===== src/rtl/pcie_scr_pkg.sv =====
// Shared symbol constants, block types and per-symbol rules
// for the multilane scrambler control.
package pcie_scr_pkg;

  localparam logic [7:0] COM      = 8'hBC;
  localparam logic [7:0] SKP_K    = 8'h1C;
  localparam logic [7:0] TS1_ID   = 8'h1E;
  localparam logic [7:0] TS2_ID   = 8'h2D;
  localparam logic [7:0] EIEOS_ID = 8'h00;
  localparam logic [7:0] SKP_G3   = 8'hAA;

  localparam logic [1:0] SH_OS   = 2'b10;
  localparam logic [1:0] SH_DATA = 2'b01;

  typedef enum logic [2:0] {
    BT_IDLE,
    BT_DATA,
    BT_OS_TS,
    BT_OS_EIEOS,
    BT_OS_SKP,
    BT_OS_OTHER
  } blk_t;

  function automatic blk_t os_type(
    input logic [7:0] b0
  );
    blk_t t;
    case (b0)
      TS1_ID, TS2_ID: t = BT_OS_TS;
      EIEOS_ID:       t = BT_OS_EIEOS;
      SKP_G3:         t = BT_OS_SKP;
      default:        t = BT_OS_OTHER;
    endcase
    return t;
  endfunction

  function automatic logic sym_pos_advance(
    input blk_t t
  );
    return (t != BT_IDLE) && (t != BT_OS_SKP);
  endfunction

  // TS blocks keep the identifier and the last two symbols clear
  function automatic logic sym_pos_scrambled(
    input blk_t       t,
    input logic [3:0] s
  );
    return (t == BT_DATA) ||
           ((t == BT_OS_TS) && (s >= 4'd1) && (s <= 4'd13));
  endfunction

endpackage


===== src/rtl/scr_ctrl_multilane_lane.sv =====
// One lane: symbol counter, block type, EIEOS pending
// and registered LFSR control outputs.
module scr_lane_ctrl
  import pcie_scr_pkg::*;
#(
  parameter int PB = 4
) (
  input  logic          clk,
  input  logic          rst_n,
  input  logic          gen3_i,
  input  logic          turn_off_i,
  input  logic          valid_i,
  input  logic          block_start_i,
  input  logic [1:0]    sync_header_i,
  input  logic [8*PB-1:0] data_i,
  input  logic [PB-1:0] datak_i,
  output logic          lfsr_reset_o,
  output logic [PB-1:0] advance_o,
  output logic [PB-1:0] scramble_en_o,
  output logic          block_err_o
);

  logic [3:0]    cnt_q, cnt_d;
  blk_t          type_q, type_d;
  logic          eieos_q, eieos_d;
  logic          lr_q, lr_d;
  logic          err_q, err_d;
  logic [PB-1:0] adv_q, adv_d;
  logic [PB-1:0] scr_q, scr_d;

  blk_t          dec, eff;
  logic          bad_sync, err_g3, pulse;
  logic [3:0]    base;
  logic [PB-1:0] adv_g3, scr_g3;
  logic [PB-1:0] adv_g1, scr_g1;
  logic          lr_g1;

  always_comb begin
    dec      = BT_IDLE;
    bad_sync = 1'b0;
    case (sync_header_i)
      SH_DATA: dec = BT_DATA;
      SH_OS:   dec = os_type(data_i[7:0]);
      default: bad_sync = 1'b1;
    endcase

    eff    = type_q;
    base   = cnt_q;
    err_g3 = 1'b0;
    pulse  = 1'b0;
    if (block_start_i) begin
      eff    = dec;
      base   = '0;
      err_g3 = bad_sync | (cnt_q != '0);
      pulse  = eieos_q & (dec != BT_IDLE);
    end else if (cnt_q == '0) begin
      // a live block that wrapped without a new start
      eff    = BT_IDLE;
      err_g3 = (type_q != BT_IDLE);
    end

    adv_g3 = '0;
    scr_g3 = '0;
    adv_g1 = '0;
    scr_g1 = '0;
    lr_g1  = 1'b0;
    for (int j = 0; j < PB; j++) begin
      adv_g3[j] = sym_pos_advance(eff);
      scr_g3[j] = sym_pos_scrambled(eff, base + 4'(j));
      adv_g1[j] = !(datak_i[j] &&
                    data_i[8*j +: 8] == SKP_K);
      scr_g1[j] = !datak_i[j];
      lr_g1     = lr_g1 | (datak_i[j] &&
                  data_i[8*j +: 8] == COM);
    end

    cnt_d   = cnt_q;
    type_d  = type_q;
    eieos_d = eieos_q;
    if (!gen3_i) begin
      cnt_d   = '0;
      type_d  = BT_IDLE;
      eieos_d = 1'b0;
    end else if (valid_i) begin
      cnt_d   = (eff == BT_IDLE) ? 4'd0 : base + 4'(PB);
      type_d  = eff;
      eieos_d = (eff == BT_OS_EIEOS) | (eieos_q & ~pulse);
    end

    lr_d  = 1'b0;
    err_d = 1'b0;
    adv_d = '0;
    scr_d = '0;
    if (turn_off_i) begin
      lr_d  = 1'b1;
      adv_d = '1;
    end else if (!valid_i) begin
      lr_d = 1'b0;
    end else if (!gen3_i) begin
      lr_d  = lr_g1;
      adv_d = adv_g1;
      scr_d = scr_g1;
    end else begin
      lr_d  = pulse;
      err_d = err_g3;
      adv_d = adv_g3;
      scr_d = scr_g3;
    end
  end

  always_ff @(posedge clk or negedge rst_n) begin
    if (!rst_n) begin
      cnt_q   <= '0;
      type_q  <= BT_IDLE;
      eieos_q <= 1'b0;
      lr_q    <= 1'b0;
      err_q   <= 1'b0;
      adv_q   <= '0;
      scr_q   <= '0;
    end else begin
      cnt_q   <= cnt_d;
      type_q  <= type_d;
      eieos_q <= eieos_d;
      lr_q    <= lr_d;
      err_q   <= err_d;
      adv_q   <= adv_d;
      scr_q   <= scr_d;
    end
  end

  assign lfsr_reset_o  = lr_q;
  assign block_err_o   = err_q;
  assign advance_o     = adv_q;
  assign scramble_en_o = scr_q;

endmodule


===== src/rtl/scr_ctrl_multilane.sv =====
// Per-lane scrambler/descrambler control for the PCIe MAC,
// one independent scr_lane_ctrl per lane.
module scr_ctrl_multilane
  import pcie_scr_pkg::*;
#(
  parameter int LANES      = 1,
  parameter int PIPE_BYTES = 4
) (
  input  logic                          clk,
  input  logic                          rst_n,
  input  logic [2:0]                    gen,
  input  logic                          turn_off,
  input  logic                          valid,
  input  logic [LANES-1:0]              block_start,
  input  logic [2*LANES-1:0]            sync_header,
  input  logic [8*PIPE_BYTES*LANES-1:0] data,
  input  logic [PIPE_BYTES*LANES-1:0]   datak,
  output logic [LANES-1:0]              lfsr_reset,
  output logic [PIPE_BYTES*LANES-1:0]   advance,
  output logic [PIPE_BYTES*LANES-1:0]   scramble_en,
  output logic [LANES-1:0]              block_err
);

  localparam int PB = PIPE_BYTES;

  logic gen3;
  assign gen3 = (gen >= 3'd3);

  for (genvar l = 0; l < LANES; l++) begin : g_lane
    scr_lane_ctrl #(
      .PB(PB)
    ) u_lane (
      .clk           (clk),
      .rst_n         (rst_n),
      .gen3_i        (gen3),
      .turn_off_i    (turn_off),
      .valid_i       (valid),
      .block_start_i (block_start[l]),
      .sync_header_i (sync_header[2*l +: 2]),
      .data_i        (data[8*PB*l +: 8*PB]),
      .datak_i       (datak[PB*l +: PB]),
      .lfsr_reset_o  (lfsr_reset[l]),
      .advance_o     (advance[PB*l +: PB]),
      .scramble_en_o (scramble_en[PB*l +: PB]),
      .block_err_o   (block_err[l])
    );
  end

endmodule


===== config.mk =====
export PLATFORM = sky130hd
export DESIGN_NAME = scr_ctrl_multilane
export DESIGN_NICKNAME = d
export VERILOG_FILES = /design/src/rtl/pcie_scr_pkg.sv /design/src/rtl/scr_ctrl_multilane_lane.sv /design/src/rtl/scr_ctrl_multilane.sv
export SDC_FILE = /design/constraint.sdc
export NUM_CORES = 1
export LEC_CHECK = 0
export ABC_AREA = 1
export ABC_CLOCK_PERIOD_IN_PS = 1600
export CORE_MARGIN = 2
export CORE_UTILIZATION = 39
export DETAILED_ROUTE_END_ITERATION = 10
export MAX_ROUTING_LAYER = met4
export PLACE_DENSITY = 0.76
export SYNTH_ARGS = -nofsm -noshare
export SYNTH_HDL_FRONTEND = slang
export SYNTH_SLANG_ARGS = --single-unit

===== constraint.sdc =====
create_clock -name clk -period 1.6 [get_ports clk]
set_input_delay 0.32 -clock clk [delete_from_list [all_inputs] [get_ports clk]]
set_output_delay 0.32 -clock clk [all_outputs]
set_load 0.02 [all_outputs]

=== Yosys cells after proc, flatten, opt, wreduce, memory -nomap -nowiden ===
Cells that the tools add are included.

* Reduce and logical (&&, ||, !) cells: 38
* Magnitude comparators: 9
* Mux-type cells: 28
* Bitwise gates (word level): 8
* $add $sub $neg: 4
* Eq/ne operators: 18

{| class="wikitable"
|+ Operators with widths
! operator !! count
|-
| $eq A8 B5 Y1 const B || 5
|-
| $eq A8 B8 Y1 const B || 5
|-
| $mux W4 || 10
|-
| $logic_and A1 B1 Y1 || 17
|-
| $ge A4 B1 Y1 const B || 4
|-
| $le A4 B4 Y1 const B || 4
|-
| $mux W1 || 12
|-
| $mux W3 || 4
|-
| $pmux W3 S3 || 1
|-
| $reduce_bool A3 Y1 || 3
|-
| $add A4 B2 Y4 const B || 2
|-
| $eq A8 B6 Y1 const B || 1
|-
| $logic_not A1 Y1 || 8
|-
| $logic_not A8 Y1 || 1
|-
| $eq A3 B2 Y1 const B || 2
|-
| $pmux W3 S2 || 1
|-
| $or A1 B1 Y1 || 5
|-
| $add A4 B1 Y4 const B || 1
|-
| $add A4 B3 Y4 const B || 1
|-
| $logic_not A4 Y1 || 1
|-
| $logic_or A1 B1 Y1 || 4
|-
| $reduce_bool A4 Y1 || 1
|-
| $reduce_or A2 Y1 || 2
|-
| $eq A3 B1 Y1 const B || 1
|-
| 8 further kinds || 9
|}

* Output and inout port bits: 10
* Flip-flop bits (word level): 18
* Input port bits: 46
* Word-level logic and storage cells: 112

=== Logic depth before layout (Yosys ltp) ===
* Depth after elaboration: 12
* Depth in mapped cells: 13
* Mapped depth without buffers: 13

=== By module ===
Synthesis repeated with hierarchy kept, for this count alone.

* Cell total of the unflattened synthesis: 236
* Area, all modules: 1566.5 um^2

{| class="wikitable"
|+ By module, submodules not included
! module !! area each (um^2) !! cells an instance !! instances !! sequential area each (um^2)
|-
| scr_lane_ctrl || 1555.2 || 233 || 1 || 450.4
|-
| scr_ctrl_multilane || 11.3 || 3 || 1 || 0.0
|}

=== Least setup slack after synthesis ===
Ideal clock, no wire load.

* Kind: input -> register
* From: input sync_header[0]
* To: register g_lane[0].u_lane.scr_q[0]
* Data required time: 1473 ps
* Path slack: -12 ps
* Stages on the path: 9
* Setup time: 127 ps
* Arrival: 1486 ps
* Cells stage by stage: inv_1 -> ha_1 -> or2_4 -> nor2_2 -> nand4_1 -> nand2_2 -> nor2_2 -> a21oi_4 -> a21oi_1

* Word-level cells in the longest chain between the ends: 10
* Elaborated cells between the ends (all ways): 12

{| class="wikitable"
|+ RTL lines
! element !! RTL line !! source
|-
| from (decl) || scr_ctrl_multilane.sv:15 || <nowiki>input logic [2*LANES-1:0] sync_header,</nowiki>
|-
| $eq A2 B2 Y1 or $eq A2 B1 Y1 (tied branches) || scr_ctrl_multilane_lane.sv:41 || <nowiki>case (sync_header_i)</nowiki>
|-
| $pmux W3 S2 * || scr_ctrl_multilane_lane.sv:41 ||
|-
| $mux W3 * || scr_ctrl_multilane_lane.sv:51 || <nowiki>if (block_start_i) begin</nowiki>
|-
| $eq A3 B2 Y1 || pcie_scr_pkg.sv:49 || <nowiki>((t == BT_OS_TS) && (s >= 4'd1) && (s <= 4'd13));</nowiki>
|-
| $logic_and A1 B1 Y1 (2 in a row) || pcie_scr_pkg.sv:49 ||
|-
| $logic_or A1 B1 Y1 * || pcie_scr_pkg.sv:48 || <nowiki>return (t == BT_DATA) ||</nowiki>
|-
| $mux W4 * || scr_ctrl_multilane_lane.sv:99 || <nowiki>end else if (!gen3_i) begin</nowiki>
|-
| $mux W4 * || scr_ctrl_multilane_lane.sv:97 || <nowiki>end else if (!valid_i) begin</nowiki>
|-
| $mux W4 * || scr_ctrl_multilane_lane.sv:94 || <nowiki>if (turn_off_i) begin</nowiki>
|-
| net g_lane[0].u_lane.scr_d[0] || scr_ctrl_multilane_lane.sv:29 || <nowiki>logic [PB-1:0] scr_q, scr_d;</nowiki>
|-
| to (signal assigned) || scr_ctrl_multilane_lane.sv:127 || <nowiki>scr_q <= scr_d;</nowiki>
|-
| to (decl) || scr_ctrl_multilane_lane.sv:29 ||
|}

Mark *: on every way through the listed nets, which the timed path passes. The rest lies on a longest branch.
A chain may end at the register's enable or synchronous reset.

=== Worst setup path in the final report ===
* From: input data[7]
* To: register g_lane[0].u_lane.scr_q[0]

* Word-level cells in the longest chain between the ends: 12
* Elaborated cells between the ends (all ways): 16

{| class="wikitable"
|+ RTL lines
! element !! RTL line !! source
|-
| from (decl) || scr_ctrl_multilane.sv:16 || <nowiki>input logic [8*PIPE_BYTES*LANES-1:0] data,</nowiki>
|-
| $eq A8 B5 Y1 or $eq A8 B6 Y1 (tied branches) || pcie_scr_pkg.sv:28 || <nowiki>case (b0)</nowiki>
|-
| $reduce_or A2 Y1 || pcie_scr_pkg.sv:28 ||
|-
| $pmux W3 S3 * || pcie_scr_pkg.sv:28 ||
|-
| $pmux W3 S2 * || scr_ctrl_multilane_lane.sv:41 ||
|-
| $mux W3 * || scr_ctrl_multilane_lane.sv:51 ||
|-
| $eq A3 B2 Y1 || pcie_scr_pkg.sv:49 ||
|-
| $logic_and A1 B1 Y1 (2 in a row) || pcie_scr_pkg.sv:49 ||
|-
| $logic_or A1 B1 Y1 * || pcie_scr_pkg.sv:48 ||
|-
| $mux W4 * || scr_ctrl_multilane_lane.sv:99 ||
|-
| $mux W4 * || scr_ctrl_multilane_lane.sv:97 ||
|-
| $mux W4 * || scr_ctrl_multilane_lane.sv:94 ||
|-
| net g_lane[0].u_lane.scr_d[0] || scr_ctrl_multilane_lane.sv:29 ||
|}

Marks and branches as above.

==> metrics.txt <==
share of flip-flops with an asynchronous set or reset=100.0%; Root Buffer=clkbuf_8; total track usage=20.72%; Post-synth EDFFs=0; vias in the first global route=1675; layout cells sized above 1=28.80%; R2R depth=8; worst reg2reg path startpoint=g_lane[0].u_lane.cnt_q[2]$_DFFE_PN0P_; post-synthesis cell type count=25; antenna cells=0; fin nets=370; Port Buf Inserts=55; leading area contributor after synthesis=dfrtp_1; syn_area_per_cell=6.488 um2; number of synthesized register bits=18; Slew Limit Fails=0; Setup WS pre-CTS=-0.5503 ns; status=complete, no violations; FMAX=0.6301 GHz; DRC Markers=0; routability cong.=0.7928; Hold WC Path Type=in2async; Post-synth top cells=54 x nand2_1, 33 x inv_1, 24 x nor2_1, 23 x nand3_1; unrepaired setup endpoints after global routing=yes; vias per cell=4.802; initial antenna violation count=0; endpoints failing hold=0; Die Y=64.64 um; Worst Hold Slack=0.4008 ns; kind of critical path=in2reg; cell area power density=490.5 nW/um2; Crit-path slowest cell=dlygate4sd2_1; initial core utilization=39.76%; Worst-path clk slew=0.07 ns; predominant post-synthesis flop cell=dfrtp_1; cts bufs inserted=3; area delta synth->final=75.04%; final-layout fill cell count=292; post-synth top area share=31.41%; worst rel slew slack=80.58%; H-Tree Depth=1; Cell Area, Synth=1434 um2; number of routed nets with antenna violations=0; storage element area=450.4 um2; Mapped Nets=274; Final setup viols=0; Placeable Area=3606 um2; Worst path depth=12; Top delay family on crit path=simple AND/OR/NAND/NOR gates; most frequent CP cell=nand2_2; first drt pass iteration count=4; maximum vdd drop=0.4097 mV; post-synthesis sequential area ratio=31.41%; die area=4178 um2; Mapped Cells=221; Clk Latency, worst-skew pair=0.25 ns; Crit path largest cell delay=0.25 ns; final design utilization=69.60%; Hold Buf Count CTS=0; Routed Wire Length=4138 um; Leak Pwr=1.185 nW; Buf/Inv on CP=3; count leader, synth=nand2_1; Overflow after GRT=0; Worst R2R Setup Slack=0.06 ns; skew final=0.003756 ns; final worst-path cycle share=99.19%; cells along the critical path=dlygate4sd2_1 -> inv_1 -> nand2_2 -> nor2_4 -> nand2_2 -> nand3_1 -> nand2_1 -> nand2_2 -> nand2_4 -> buf_6 -> a21oi_4 -> a21oi_2; vias post-DR=1748; DIE WIDTH=64.64 um; Core Rows=22; first-pass GRT wire length=6686 um; routed wire length per instance=11.37 um; Max Buffers Root-to-Sink=2; total power=1.231 mW; setup slack after layout=0.01293 ns; CTS Sinks=18; CTS tree=done; HPWL Detailed=3290 um; MaxCap Viol Count=0; pin count of the biggest net entering global routing=19; WP data arrival=1.72 ns; CP max FO=4; Iter 0 DRT Violations=57; CP startpoint kind=input pin; Worst Max-Slew Pin Slew=0.2910 ns; CP endpoint kind=register; worst r2r dst=g_lane[0].u_lane.scramble_en_o[0]$_DFF_PN0_; Ys Warns=0; Synth area leaders=dfrtp_1 31%, nand2_1 14%, inv_1 8.6%; Req. time, crit path=1.73 ns; crit path time final=1.587 ns; area of the multi-input gates=985.9 um2; Ports=56
-- where the power goes --
group	internal [mW]	total (mW)	switching, mW
combinational	0.206	0.383	0.177
clock	0.219	0.369	0.150
sequential	0.472	0.479	0.00642
-- kinds of logic after synthesis --
group | count (synthesis) | share of synthesized area [%]
AO/OA/AOI/OAI | 32 | 13.00
AND/OR/NAND/NOR | 123 | 37.96
buffers and inverters | 39 | 10.30
flip-flops | 18 | 31.41
adder cells (fa/ha/maj) | 7 | 6.108
XOR/XNOR | 2 | 1.222
-- layer usage --
metal / wire [um] / global-route usage [%]
met5: 0 / -
met4: 57 / 5.053
met3: 129 / 4.167
met2: 2198 / 37.76
met1: 1752 / 23.28
-- worst register-to-register path: cells and delay by family (launching register included) --
kind / cells / cell delay, ns
AOI/OAI and AO/OA: 1 / 0.14
buffers and inverters: 2 / 0.22
DFF: 1 / 0.43
and+or+nand+nor: 5 / 0.69
-- sequential cells by signal, indices dropped and copies added, names as in the netlist --
signal	count
g_lane.u_lane.advance_o	4
g_lane.u_lane.block_err_o	1
g_lane.u_lane.scramble_en_o	4
g_lane.u_lane.cnt_q	4
g_lane.u_lane.lfsr_reset_o	1
g_lane.u_lane.eieos_q	1
g_lane.u_lane.type_q	3
-- worst max path at each step --
stage	startpoint	end	slack, ns
after floorplan	block_start	g_lane[0].u_lane.scramble_en_o[1]$_DFF_PN0_	0.02
after global placement	sync_header[0]	g_lane[0].u_lane.scramble_en_o[1]$_DFF_PN0_	-0.47
after detailed placement	sync_header[0]	g_lane[0].u_lane.scramble_en_o[0]$_DFF_PN0_	-0.55
after CTS	sync_header[0]	g_lane[0].u_lane.scramble_en_o[0]$_DFF_PN0_	0.007
after global routing	data[7]	g_lane[0].u_lane.scramble_en_o[2]$_DFF_PN0_	-0.08
final	data[7]	g_lane[0].u_lane.scramble_en_o[0]$_DFF_PN0_	0.01
-- per-stage QoR --
stage | TNS, ns | instances | area [um2]
after detailed placement | -7.903 | 352 | 2275
after global routing | -0.4378 | 364 | 2510
after CTS | 0 | 363 | 2435
final | 0 | 364 | 2510
after floorplan | 0 | 221 | 1451
after global placement | -7.305 | 352 | 2275
-- what timing repair did --
action | 4_1_cts | 5_1_grt
endpoints found under the setup margin | 17 | 14
pin swaps | 19 | 24
setup buffers | 7 | 1
gates resized for setup | 36 | 32
-- final cells by class --
type / instances / share of cell area [%]
Multi-Input combinational cell: 164 / 39.28
Timing Repair Buffer: 92 / 32.30
Sequential cell: 18 / 17.95
Inverter: 38 / 5.882
Tap cell: 48 / 2.393
Clock buffer: 4 / 2.193
-- cell usage in the layout, fill, tap and decap left out, types with 3 or more instances in the layout --
cell	synthesis	final
nand2_1	54	46
nand3_2	0	4
dfrtp_1	18	18
o21ai_1	1	7
clkdlybuf4s50_1	0	44
o21ai_0	18	10
nand4_1	6	6
dlygate4sd2_1	0	8
inv_2	5	9
nor2_4	1	4
nor2_1	24	20
nor3_1	7	6
nand2_4	0	5
nor2_2	2	3
a21oi_2	2	5
ha_1	7	5
clkbuf_8	0	4
nand2_2	4	7
inv_1	33	27
buf_4	0	35
nand3_1	23	19
Power figures use the tool's default switching activity.
